--- config.mk ---
export PLATFORM = sky130hd
export DESIGN_NAME = cmp_mismatch_monitor
export DESIGN_NICKNAME = d
export VERILOG_FILES = /design/src/rtl/cmp_monitor_pkg.sv /design/src/rtl/sat_counter.sv /design/src/rtl/cmp_mismatch_monitor.sv
export SDC_FILE = /design/constraint.sdc
export NUM_CORES = 1
export LEC_CHECK = 0
export ABC_CLOCK_PERIOD_IN_PS = 2600
export CAP_MARGIN = 20
export CORE_MARGIN = 8
export CORE_UTILIZATION = 48
export DETAILED_ROUTE_END_ITERATION = 16
export HOLD_SLACK_MARGIN = 0.12
export PLACE_DENSITY = 0.86
export SETUP_SLACK_MARGIN = 0.4
export SLEW_MARGIN = 20
export SYNTH_ARGS = -nofsm -noshare
export SYNTH_HDL_FRONTEND = slang
export SYNTH_SLANG_ARGS = --single-unit
--- constraint.sdc ---
create_clock -name clk -period 2.6 [get_ports clk]
set_clock_uncertainty 0.15 [all_clocks]
set_input_delay 0.39 -clock clk [delete_from_list [all_inputs] [get_ports clk]]
set_output_delay 0.39 -clock clk [all_outputs]
set_load 0.05 [all_outputs]
--- src/rtl/cmp_monitor_pkg.sv ---
// Shared types and constants for the reference/DUT mismatch monitor.
package cmp_monitor_pkg;

    localparam int unsigned CNT_W_DEFAULT = 32;

    localparam logic [CNT_W_DEFAULT-1:0] NO_ERR_IDX = '1;

    typedef enum logic [1:0] {
        IDLE = 2'd0,
        RUN  = 2'd1,
        DONE = 2'd2
    } state_t;

endpackage

--- src/rtl/sat_counter.sv ---
// Saturating up-counter: holds at all-ones, synchronous clear wins over increment.
module sat_counter #(
    parameter int unsigned W = 8
) (
    input  logic         clk,
    input  logic         reset,
    input  logic         clr,
    input  logic         inc,
    output logic [W-1:0] q
);

    logic [W-1:0] q_q;
    logic [W-1:0] q_d;

    always_comb begin
        q_d = q_q;
        if (clr) begin
            q_d = '0;
        end else if (inc && (q_q != '1)) begin
            q_d = q_q + 1'b1;
        end
    end

    always_ff @(posedge clk) begin
        if (reset) begin
            q_q <= '0;
        end else begin
            q_q <= q_d;
        end
    end

    assign q = q_q;

endmodule

--- src/rtl/cmp_mismatch_monitor.sv ---
// Compares reference and DUT outputs per valid sample, counts mismatches, reports pass/fail.
// Optional first-mismatch data capture: define CMP_MISMATCH_CAPTURE_EN.
module cmp_mismatch_monitor
    import cmp_monitor_pkg::*;
#(
    parameter int unsigned DATA_W      = 1,
    parameter int unsigned CNT_W       = CNT_W_DEFAULT,
    parameter int unsigned N_SAMPLES   = 100,
    parameter int unsigned TIMEOUT_CYC = 100000
) (
    input  logic              clk,
    input  logic              reset,
    input  logic              start,
    input  logic              valid,
    input  logic [DATA_W-1:0] ref_data,
    input  logic [DATA_W-1:0] dut_data,
    output logic              busy,
    output logic              done,
    output logic              timeout,
    output logic [CNT_W-1:0]  samples,
    output logic [CNT_W-1:0]  errors,
    output logic [CNT_W-1:0]  first_err_idx,
`ifdef CMP_MISMATCH_CAPTURE_EN
    output logic [DATA_W-1:0] first_err_ref,
    output logic [DATA_W-1:0] first_err_dut,
`endif
    output logic              pass
);

    localparam logic [63:0] N_SAMP_L   = 64'(N_SAMPLES);
    localparam logic [63:0] TIMEOUT_L  = 64'(TIMEOUT_CYC) - 64'd1;

    state_t             state_q, state_d;
    logic [CNT_W-1:0]   samples_q, errors_q, cyc_q;
    logic [CNT_W-1:0]   samp_post;
    logic [CNT_W-1:0]   first_idx_q, first_idx_d;
    logic               timeout_q, timeout_d;
    logic               clr, samp_inc, err_inc, cyc_inc;
    logic               mismatch;
    logic               capture;

    sat_counter #(.W(CNT_W)) u_samples (
        .clk(clk), .reset(reset), .clr(clr), .inc(samp_inc), .q(samples_q)
    );
    sat_counter #(.W(CNT_W)) u_errors (
        .clk(clk), .reset(reset), .clr(clr), .inc(err_inc), .q(errors_q)
    );
    sat_counter #(.W(CNT_W)) u_cycles (
        .clk(clk), .reset(reset), .clr(clr), .inc(cyc_inc), .q(cyc_q)
    );

    always_comb begin
        state_d     = state_q;
        clr         = 1'b0;
        samp_inc    = 1'b0;
        err_inc     = 1'b0;
        cyc_inc     = 1'b0;
        capture     = 1'b0;
        first_idx_d = first_idx_q;
        timeout_d   = timeout_q;
        mismatch    = valid && (ref_data != dut_data);
        samp_post   = (samples_q != '1) ? samples_q + 1'b1 : samples_q;
        case (state_q)
            IDLE, DONE: begin
                if (start) begin
                    state_d     = RUN;
                    clr         = 1'b1;
                    first_idx_d = '1;
                    timeout_d   = 1'b0;
                end
            end
            RUN: begin
                cyc_inc = 1'b1;
                if (N_SAMPLES == 0) begin
                    state_d = DONE;
                end else begin
                    samp_inc = valid;
                    err_inc  = mismatch;
                    if (mismatch && (errors_q == '0)) begin
                        first_idx_d = samples_q;
                        capture     = 1'b1;
                    end
                    // Sample-count exit outranks timeout when both land on one edge.
                    if (valid && (64'(samp_post) == N_SAMP_L)) begin
                        state_d = DONE;
                    end else if (64'(cyc_q) == TIMEOUT_L) begin
                        state_d   = DONE;
                        timeout_d = 1'b1;
                    end
                end
            end
            default: state_d = IDLE;
        endcase
    end

    always_ff @(posedge clk) begin
        if (reset) begin
            state_q     <= IDLE;
            first_idx_q <= '1;
            timeout_q   <= 1'b0;
        end else begin
            state_q     <= state_d;
            first_idx_q <= first_idx_d;
            timeout_q   <= timeout_d;
        end
    end

`ifdef CMP_MISMATCH_CAPTURE_EN
    logic [DATA_W-1:0] cap_ref_q, cap_dut_q;

    always_ff @(posedge clk) begin
        if (reset || clr) begin
            cap_ref_q <= '0;
            cap_dut_q <= '0;
        end else if (capture) begin
            cap_ref_q <= ref_data;
            cap_dut_q <= dut_data;
        end
    end

    assign first_err_ref = cap_ref_q;
    assign first_err_dut = cap_dut_q;
`else
    logic unused_capture;
    assign unused_capture = capture;
`endif

    assign busy          = (state_q == RUN);
    assign done          = (state_q == DONE);
    assign timeout       = timeout_q;
    assign samples       = samples_q;
    assign errors        = errors_q;
    assign first_err_idx = first_idx_q;
    assign pass          = done && (errors_q == '0) && !timeout_q;

endmodule

### Word level (Yosys, flattened, before mapping)

Index checks and enable logic that the tools add are counted.

* bits in registers: 131
* word-level logic and storage cells: 56
* input port bits: 6
* output and inout bits: 100

* eq/ne operators: 13
* add/subtract/negate cells: 3
* mux-type cells: 17
* reductions and logical operators: 17

Operators by type and width (number)
* adder 32 x 1 -> 32 bit, second input constant: 3
* two-way mux 32 bit: 3
* inequality test 32 bit, second input constant: 3
* one-hot mux 32 bit (2 select lines): 1
* == test 32 x 17 -> 1 bit, second input constant: 1
* == test 32 x 7 -> 1 bit, second input constant: 1
* zero test 32 bit: 1
* logical AND 1 bit: 8
* two-way mux 1 bit: 8
* two-way mux 2 bit: 3
* inequality test 2 x 1 -> 1 bit, second input constant: 2
* inequality test 2 bit, second input constant: 2
* one-hot mux 2 bit (2 select lines): 1
* AND reduction 4 bit: 1
* OR reduction 2 bit: 2
* inequality test 3 x 1 -> 1 bit, second input constant: 1
* AND reduction 3 bit: 1
* == test 2 x 1 -> 1 bit, second input constant: 1
* == test 2 bit, second input constant: 1
* zero test 2 bit: 1
* one-hot mux 1 bit (2 select lines): 1
* AND reduction 2 bit: 1
* nonzero test 2 bit: 1
* zero test 1 bit: 1
* inequality test 1 bit: 1

### Longest topological paths before layout

Gate-level depths: netlist of run 1.

* word-level depth: 6
* gate-level depth with buffers: 11
* gate-level depth less buffers: 9

### By module

A second synthesis of run 1 with hierarchy kept.

* cells, all modules: 908
* area, all modules: 7125.6 um^2

Modules (own cells, without submodules)
* sat_counter: cells an instance 198, times used 3, sequential area each 640.6 um^2, area each 1620.3 um^2
* cmp_mismatch_monitor: cells an instance 314, times used 1, sequential area each 700.7 um^2, area each 2264.7 um^2

### Least setup slack after synthesis of run 1

OpenSTA, ideal clock, no wires.

* kind: reg-to-reg
* start: register u_samples.q_q[6], in the netlist u_samples.q[6]
* end: register state_q[0]
* data arrival time: 2736 ps
* clock period less this slack: 3013 ps
* library setup time: 127 ps
* slack: -413 ps
* required time: 2323 ps
* buffers on the path: 1
* stages on the path, launching flop included: 10
* path through: dfxtp_1 -> buf_2 -> nand4_2 -> or4_4 -> or4_1 -> nor3b_2 -> o2111ai_1 -> nor4_2 -> or3_1 -> a21oi_1

* cells in the longest elaborated chain, start to end: 6
* elaborated cells on any way between the ends: 9
* those cells by class: add/sub (1); eq/ne (3); mux (3); reduce/logical (2)

RTL lines
* start: declaration: line sat_counter.sv:12 `logic [W-1:0] q_q;`
* start signal: assignment: line sat_counter.sv:28 `q_q <= q_d;`
* adder 32 x 1 -> 32 bit / inequality test 32 bit (equally long branches): line cmp_mismatch_monitor.sv:62 `samp_post = (samples_q != '1) ? samples_q + 1'b1 : samples_q;`
* two-way mux 32 bit *: line cmp_mismatch_monitor.sv:62
* == test 32 x 7 -> 1 bit *: line cmp_mismatch_monitor.sv:84 `if (valid && (64'(samp_post) == N_SAMP_L)) begin`
* logical AND 1 bit *: line cmp_mismatch_monitor.sv:84
* two-way mux 2 bit / inequality test 3 x 1 -> 1 bit (equally long branches)
* one-hot mux 2 bit (2 select lines) / AND reduction 2 bit (equally long branches)
* end signal: assignment: line cmp_mismatch_monitor.sv:102 `state_q <= state_d;`
* end: declaration: line cmp_mismatch_monitor.sv:33 `state_t state_q, state_d;`

Every way passes the cells marked *; elsewhere a longest branch is shown, timed or not.
A chain may end at the register's enable or synchronous reset.

### Worst setup path in the final report of run 1

* start: register u_samples.q_q[8], in the netlist u_samples.q[8]
* end: register state_q[0]

Same word-level chain as after synthesis.

==> impl_metrics.csv, run 1 <==
group,metric,value,unit
global_routing,grt_first_pass_wirelength,38360,um
logic_synthesis,synthArstFlopShare,0,%
sta,tightest_slew,0.7970,ns
clocking,cts.path.max_buffers,2,
detailed_routing,first_pass_iters,8,
global_routing,antenna_found_initial,1,
place,dpl.hpwl,13200,um
power_and_ir_drop,ir_drop,0.0005575,V
hold_path,hold_class,"reg2reg",
power_and_ir_drop,p_total,4.890,mW
logic_synthesis,synth_edf_count,0,
global_routing,grt_overflow,0,
logic_synthesis,yosysTopAreaCell,"dfxtp_1",
logic_synthesis,yosys_warnings,0,
setup_path,crit_chain,"nand4_1 -> buf_4 -> nor3_1 -> buf_4 -> nand4_1 -> xor2_1 -> o2111ai_2 -> nor4_4 -> or3_1 -> a21oi_1",
place,place.gp.congestion,0.9391,
sta,relSlewSlack,46.48,%
job,cap_violations,0,
power_and_ir_drop,cellPowerDensity,462.9,nW/um^2
die,start_util,48.93,%
logic_synthesis,synthesis.area,6429,um^2
clocking,cts.htree.levels,4,
logic_synthesis,netlist.area_leader.share,40.79,%
finish,diodes,0,
finish,layout.nets,1017,
sta,fin_crit,2.786,ns
setup_path,cp_slowest_stage_delay,0.37,ns
detailed_routing,wl_per_cell,26.70,um
detailed_routing,ant_nets,0,
logic_synthesis,ys_top_cells_by_count,"dfxtp_1 (131), nor2_1 (131), xor2_1 (59)",
sta,finalCritPeriodShare,107.2,%
place,dp.cells,1080,
setup_path,end_kind,"flop",
place,place_ws,-0.08222,ns
finish,finalNonFillerCells,1196,
logic_synthesis,synth_seq_area_share,40.79,%
place,portBuffers,105,
clocking,root_buffer,"clkbuf_16",
sta,setup_ws,-0.1860,ns
global_routing,globalRouteTotalUtil,26.79,%
detailed_routing,drc,0,
detailed_routing,num_vias,8183,
clocking,clk_pin_slew,0.06,ns
clocking,cts_tree,"built",
power_and_ir_drop,p_leak,4.428,nW
finish,drive_gt1_share,41.18,%
sta,hold_viol_final,0,
setup_path,crit_buf_inv,2,
outcome,violations,"negative setup slack",
detailed_routing,drtIter0Drc,1287,
logic_synthesis,synthTopCellsByArea,"dfxtp_1 (41%), xor2_1 (8.0%), nor2_1 (7.6%)",
setup_path,criticalPathCategory,"reg2reg",
die,ioPinCount,106,
clocking,clk_latency,0.44,ns
setup_path,crit_slowest_cell,"dfxtp_4",
global_routing,grt_max_degree,45,
setup_path,cp_max_fo,5,
detailed_routing,avgViaCountPerCell,6.842,
logic_synthesis,synth_area_per_cell,8.148,um^2
clocking,cts_buffers,17,
setup_path,cp_top_family,"simple AND/OR/NAND/NOR gates",
die,dieArea,17350,um^2
sta,finalSetupViolations,16,
outcome,status,"finished with violations",
die,fp-row-count,42,
die,die_w,131.7,um
logic_synthesis,synthCells,789,
sta,maxSlewViolCount,0,
setup_path,cp_data_arrival_time,2.94,ns
clocking,postCtsHoldBufs,0,
die,core-area,13140,um^2
setup_path,worstSetupStartpointType,"flop",
setup_path,crit_required,2.75,ns
logic_synthesis,synth_cell_types,52,
sta,rsz0062_at_grt,"true",
logic_synthesis,synth-main-ff-cell,"dfxtp_1",
sta,max_freq,358.9,MHz
clocking,clock-sinks,131,
die,die_height,131.7,um
detailed_routing,wl,31930,um
logic_synthesis,ys_ff_latch,131,
finish,syn_to_final_growth,64.32,%
global_routing,grt_pass1_vias,7184,
logic_synthesis,synth.net_count,799,
==> metrics by stage <==
step / setup TNS, ns / cell area, um^2 / hold WS, ns / util [%]
after floorplan: -0.08937 / 6833 / 0.3214 / -
after global placement: 0 / 8309 / 0.3264 / 63.25
after detailed placement: -0.1045 / 8309 / 0.3391 / 63.25
after CTS: 0 / 9635 / 0.3568 / 73.34
after global routing: -1.737 / 10560 / 0.3748 / 80.41
final: -0.6922 / 10560 / 0.3544 / 80.41
==> final timing paths <==
| path | from | to | slack [ns] | cells past startpoint |
|---|---|---|---|---|
| hold / removal | u_cycles.q[12]$_SDFFE_PP0P_ | u_cycles.q[12]$_SDFFE_PP0P_ | 0.35 | 2 |
| setup / recovery | u_samples.q[8]$_SDFFE_PP0P_ | state_q[0]$_SDFFE_PP0P_ | -0.19 | 10 |
| setup reg to reg | u_samples.q[8]$_SDFFE_PP0P_ | state_q[0]$_SDFFE_PP0P_ | -0.19 | 10 |
| hold reg to reg | u_cycles.q[12]$_SDFFE_PP0P_ | u_cycles.q[12]$_SDFFE_PP0P_ | 0.35 | 2 |
==> tightest hold or removal path, cell delays in order (launching register included) <==
cell and delay [ns]:
dfxtp_2 0.35, o21ai_2 0.07, a21oi_2 0.05
==> cell usage in the layout, fill, tap and decap left out, drive strengths merged, types with 7 or more instances in the layout <==
| cell | n |
|---|---|
| clkinv | 8 |
| buf | 143 |
| nand4 | 38 |
| and4 | 13 |
| dlygate4sd2 | 43 |
| xnor2 | 31 |
| o21bai | 32 |
| or3 | 22 |
| o21ai | 18 |
| nand3 | 34 |
| and3 | 13 |
| nand2 | 57 |
| nor2 | 133 |
| nor3 | 54 |
| xor2 | 59 |
| dfxtp | 131 |
| inv | 14 |
| a21oi | 19 |
| clkdlybuf4s50 | 48 |
| clkbuf | 21 |
| a31oi | 7 |
| nor4 | 18 |
| dlymetal6s2s | 12 |
==> where the power goes <==
part / switching, mW / leakage, nW / internal (mW)
clock: 0.955 / 0.266 / 1.39
sequential: 0.0246 / 1.11 / 2.01
combinational: 0.335 / 3.06 / 0.172
==> metal layers <==
layer,global-route usage (%),wire [um],vias to the layer above
li1,-,-,3206
met2,43.77,14370,862
met4,13.85,2811,2
met1,30.63,10790,3786
met3,8.994,3951,327
met5,0,13,-
==> sequential cells by signal, indices dropped and copies added (netlist names) <==
register / flops
first_err_idx: 32
u_cycles.q: 32
u_errors.q: 32
u_samples.q: 32
state_q: 2
timeout: 1
==> what timing repair did <==
action	in CTS	in global routing
pin swaps	84	86
resized for setup	153	166
endpoints found under the setup margin	162	144
setup buffers	52	30
gates cloned	2	0
==> area by class of cell <==
cell class,instances,area (um^2)
multi-input combinational,595,4638
sequential,131,2786
fill,629,2574
timing repair buffer,247,2300
clock buffer,20,436.7
tap,176,220.2
clock inverter,12,115.1
inverter,15,67.56
==> cell families after synthesis <==
family | share of synthesized area, %
and+or+nand+nor | 32.09
DFF | 40.79
AOI/OAI and AO/OA | 9.693
xor gates and xnor gates | 12.26
buffers and inverters | 4.068
adders and majority gates | 0.7785
muxes | 0.3114
No activity file was read; power rests on OpenSTA's default activity.
==> run 2: changes to the inputs <==
--- a/config.mk
+++ b/config.mk
@@ -7,11 +7,13 @@
 export LEC_CHECK = 0
 export ABC_CLOCK_PERIOD_IN_PS = 2600
 export CAP_MARGIN = 20
+export CELL_PAD_IN_SITES_DETAIL_PLACEMENT = 1
+export CELL_PAD_IN_SITES_GLOBAL_PLACEMENT = 1
 export CORE_MARGIN = 8
-export CORE_UTILIZATION = 48
+export CORE_UTILIZATION = 36
 export DETAILED_ROUTE_END_ITERATION = 16
 export HOLD_SLACK_MARGIN = 0.12
-export PLACE_DENSITY = 0.86
+export PLACE_DENSITY = 0.87
 export SETUP_SLACK_MARGIN = 0.4
 export SLEW_MARGIN = 20
 export SYNTH_ARGS = -nofsm -noshare
==> run 2 against run 1 <==
  * The flow still finishes with violations (negative setup slack)
  * Setup slack got worse by 0.075 ns
  * Non-clock buffer count increased by 9
  * Maximum frequency decreased by 2.6%
  * Final cell count increased by 5.2%
  * Die area increased by 29%
  * Global-route usage decreased by 2.1 points
  * Critical path type unchanged
  * Largest cell class unchanged
  * Largest power group unchanged
==> impl_metrics.csv, run 2 (synthesis results as in run 1) <==
group,metric,value,unit
global_routing,grt_max_degree,53,
clocking,clock-sinks,131,
finish,utilization,60.57,%
job,cap_violations,0,
sta,tns,-0.7397,ns
power_and_ir_drop,p_leak,4.525,nW
die,ioPinCount,106,
finish,diodes,0,
clocking,cts_buffers,17,
detailed_routing,avgViaCountPerCell,6.068,
clocking,clk_pin_slew,0.07,ns
setup_path,startpoint,"u_samples.q[2]$_SDFFE_PP0P_",
clocking,postCtsHoldBufs,0,
setup_path,criticalPathCategory,"reg2reg",
place,portBuffers,105,
clocking,clk_latency,0.45,ns
clocking,root_buffer,"clkbuf_16",
die,dieArea,22390,um^2
finish,layout.nets,1026,
place,dp.cells,1141,
finish,drive_gt1_share,43.54,%
detailed_routing,num_vias,7633,
setup_path,cp_top_family,"simple AND/OR/NAND/NOR gates",
place,place.gp.congestion,0.9094,
global_routing,grt_pass1_vias,7398,
sta,max_freq,349.6,MHz
sta,tightest_slew,0.7829,ns
hold_path,hold_class,"reg2reg",
finish,n_fill_cell,1889,
outcome,status,"finished with violations",
setup_path,r2r-start,"u_samples.q[2]$_SDFFE_PP0P_",
die,die_w,149.6,um
sta,hold_ws,0.3632,ns
sta,setup_ws,-0.2607,ns
setup_path,cp_max_fo,8,
finish,finalNonFillerCells,1258,
detailed_routing,ant_nets,0,
setup_path,crit_chain,"and4_1 -> xnor2_1 -> nand3_1 -> a2111oi_2 -> nand4_1 -> nor4_4 -> buf_4 -> o21ai_2 -> nand2_1",
setup_path,end_kind,"flop",
setup_path,crit_slowest_cell,"a2111oi_2",
global_routing,globalRouteTotalUtil,24.71,%
global_routing,grt_overflow,0,
sta,finalSetupViolations,5,
setup_path,crit_buf_inv,1,
sta,rsz0062_at_grt,"true",
setup_path,cp_data_arrival_time,3.10,ns
setup_path,cp_slowest_stage_delay,0.54,ns
detailed_routing,drc,0,
finish,final_cell_mix,"buf_4 (122), nor2_1 (116), dfxtp_1 (58), xor2_1 (48), dlygate4sd2_1 (45)",
sta,relSlewSlack,47.33,%
detailed_routing,wl_per_cell,27.24,um
power_and_ir_drop,cellPowerDensity,472.8,nW/um^2
outcome,violations,"negative setup slack",
clocking,cts.path.max_buffers,2,
clocking,cts.htree.levels,4,
clocking,cts_tree,"built",
power_and_ir_drop,p_total,5.073,mW
sta,finalCritPeriodShare,110.0,%
hold_path,min_from,"first_err_idx[21]$_SDFFE_PP1P_",
die,fp-row-count,49,
detailed_routing,wl,34270,um
detailed_routing,drtIter0Drc,627,
finish,syn_to_final_growth,66.93,%
finish,final_common_cell,"buf_4",
die,core-area,17720,um^2
setup_path,crit_required,2.84,ns
die,start_util,36.28,%
place,dpl.hpwl,15510,um
global_routing,antenna_found_initial,0,
power_and_ir_drop,ir_drop,0.0005045,V
setup_path,worstSetupStartpointType,"flop",
sta,hold_viol_final,0,
detailed_routing,first_pass_iters,5,
sta,fin_crit,2.861,ns
sta,maxSlewViolCount,0,
die,die_height,149.6,um
global_routing,grt_first_pass_wirelength,43190,um
## run 2: cell types whose count changed in the layout (fill, tap and decap cells not counted), moves of 3 or more
cell and change:
nor3_1 -10, clkinv_1 -3, xor2_2 +4, nand2_1 +3, dlymetal6s2s_1 +4, buf_4 +18, buf_6 -6, nor3_2 +10
clkdlybuf4s50_1 -8, nand2_4 -4, xor2_1 -4
## run 2: layer usage
layer  GRT usage [%]  wire (um)  up-vias
li1                -          -     3211
met1           28.05      13000     3782
met2           42.30      16950      500
met3           4.687       2485      140
met4           14.94       1836        0
met5               0          0        -
## run 2: repair_timing
item | in CTS | in global routing
pin swaps | 84 | 103
setup endpoints to repair | 166 | 141
resized for setup | 169 | 157
cloned | 1 | 1
buffers inserted | 39 | 44
## run 2: worst register-to-register path, stage by stage, from the launching register on
cell	delay, ns
dfxtp_4	0.40
and4_1	0.37
xnor2_1	0.18
nand3_1	0.19
a2111oi_2	0.54
nand4_1	0.23
nor4_4	0.40
buf_4	0.19
o21ai_2	0.05
nand2_1	0.10
## run 2: cell type report
| type | instances | area (um^2) | share of cell area [%] |
|---|---|---|---|
| timing repair buffer | 256 | 2320 | 21.62 |
| inverter | 15 | 70.07 | 0.6529 |
| multi-input combinational | 595 | 4678 | 43.59 |
| clock inverter | 11 | 126.4 | 1.178 |
| sequential | 131 | 2789 | 25.99 |
| tap | 229 | 286.5 | 2.670 |
| clock buffer | 21 | 461.7 | 4.302 |
## run 2: power by group
group          switching (mW)  internal (mW)
clock                    1.06           1.47
combinational           0.334          0.176
sequential             0.0233           2.01
## run 2: path summary, 6_finish.rpt
check,end,slack [ns],cells past startpoint
hold / removal,first_err_idx[21]$_SDFFE_PP1P_,0.36,2
setup reg to reg,state_q[1]$_SDFFE_PP0P_,-0.26,9
hold reg to reg,first_err_idx[21]$_SDFFE_PP1P_,0.36,2
setup / recovery,state_q[1]$_SDFFE_PP0P_,-0.26,9
## run 2: metrics by stage
step           setup WS, ns  cell area (um^2)
2_1_floorplan      -0.08905              6833
3_3_place_gp       -0.04967              8436
3_5_place_dp        -0.1836              8436
4_1_cts            0.006270              9721
5_1_grt             -0.3777             10730
6_report            -0.2607             10730
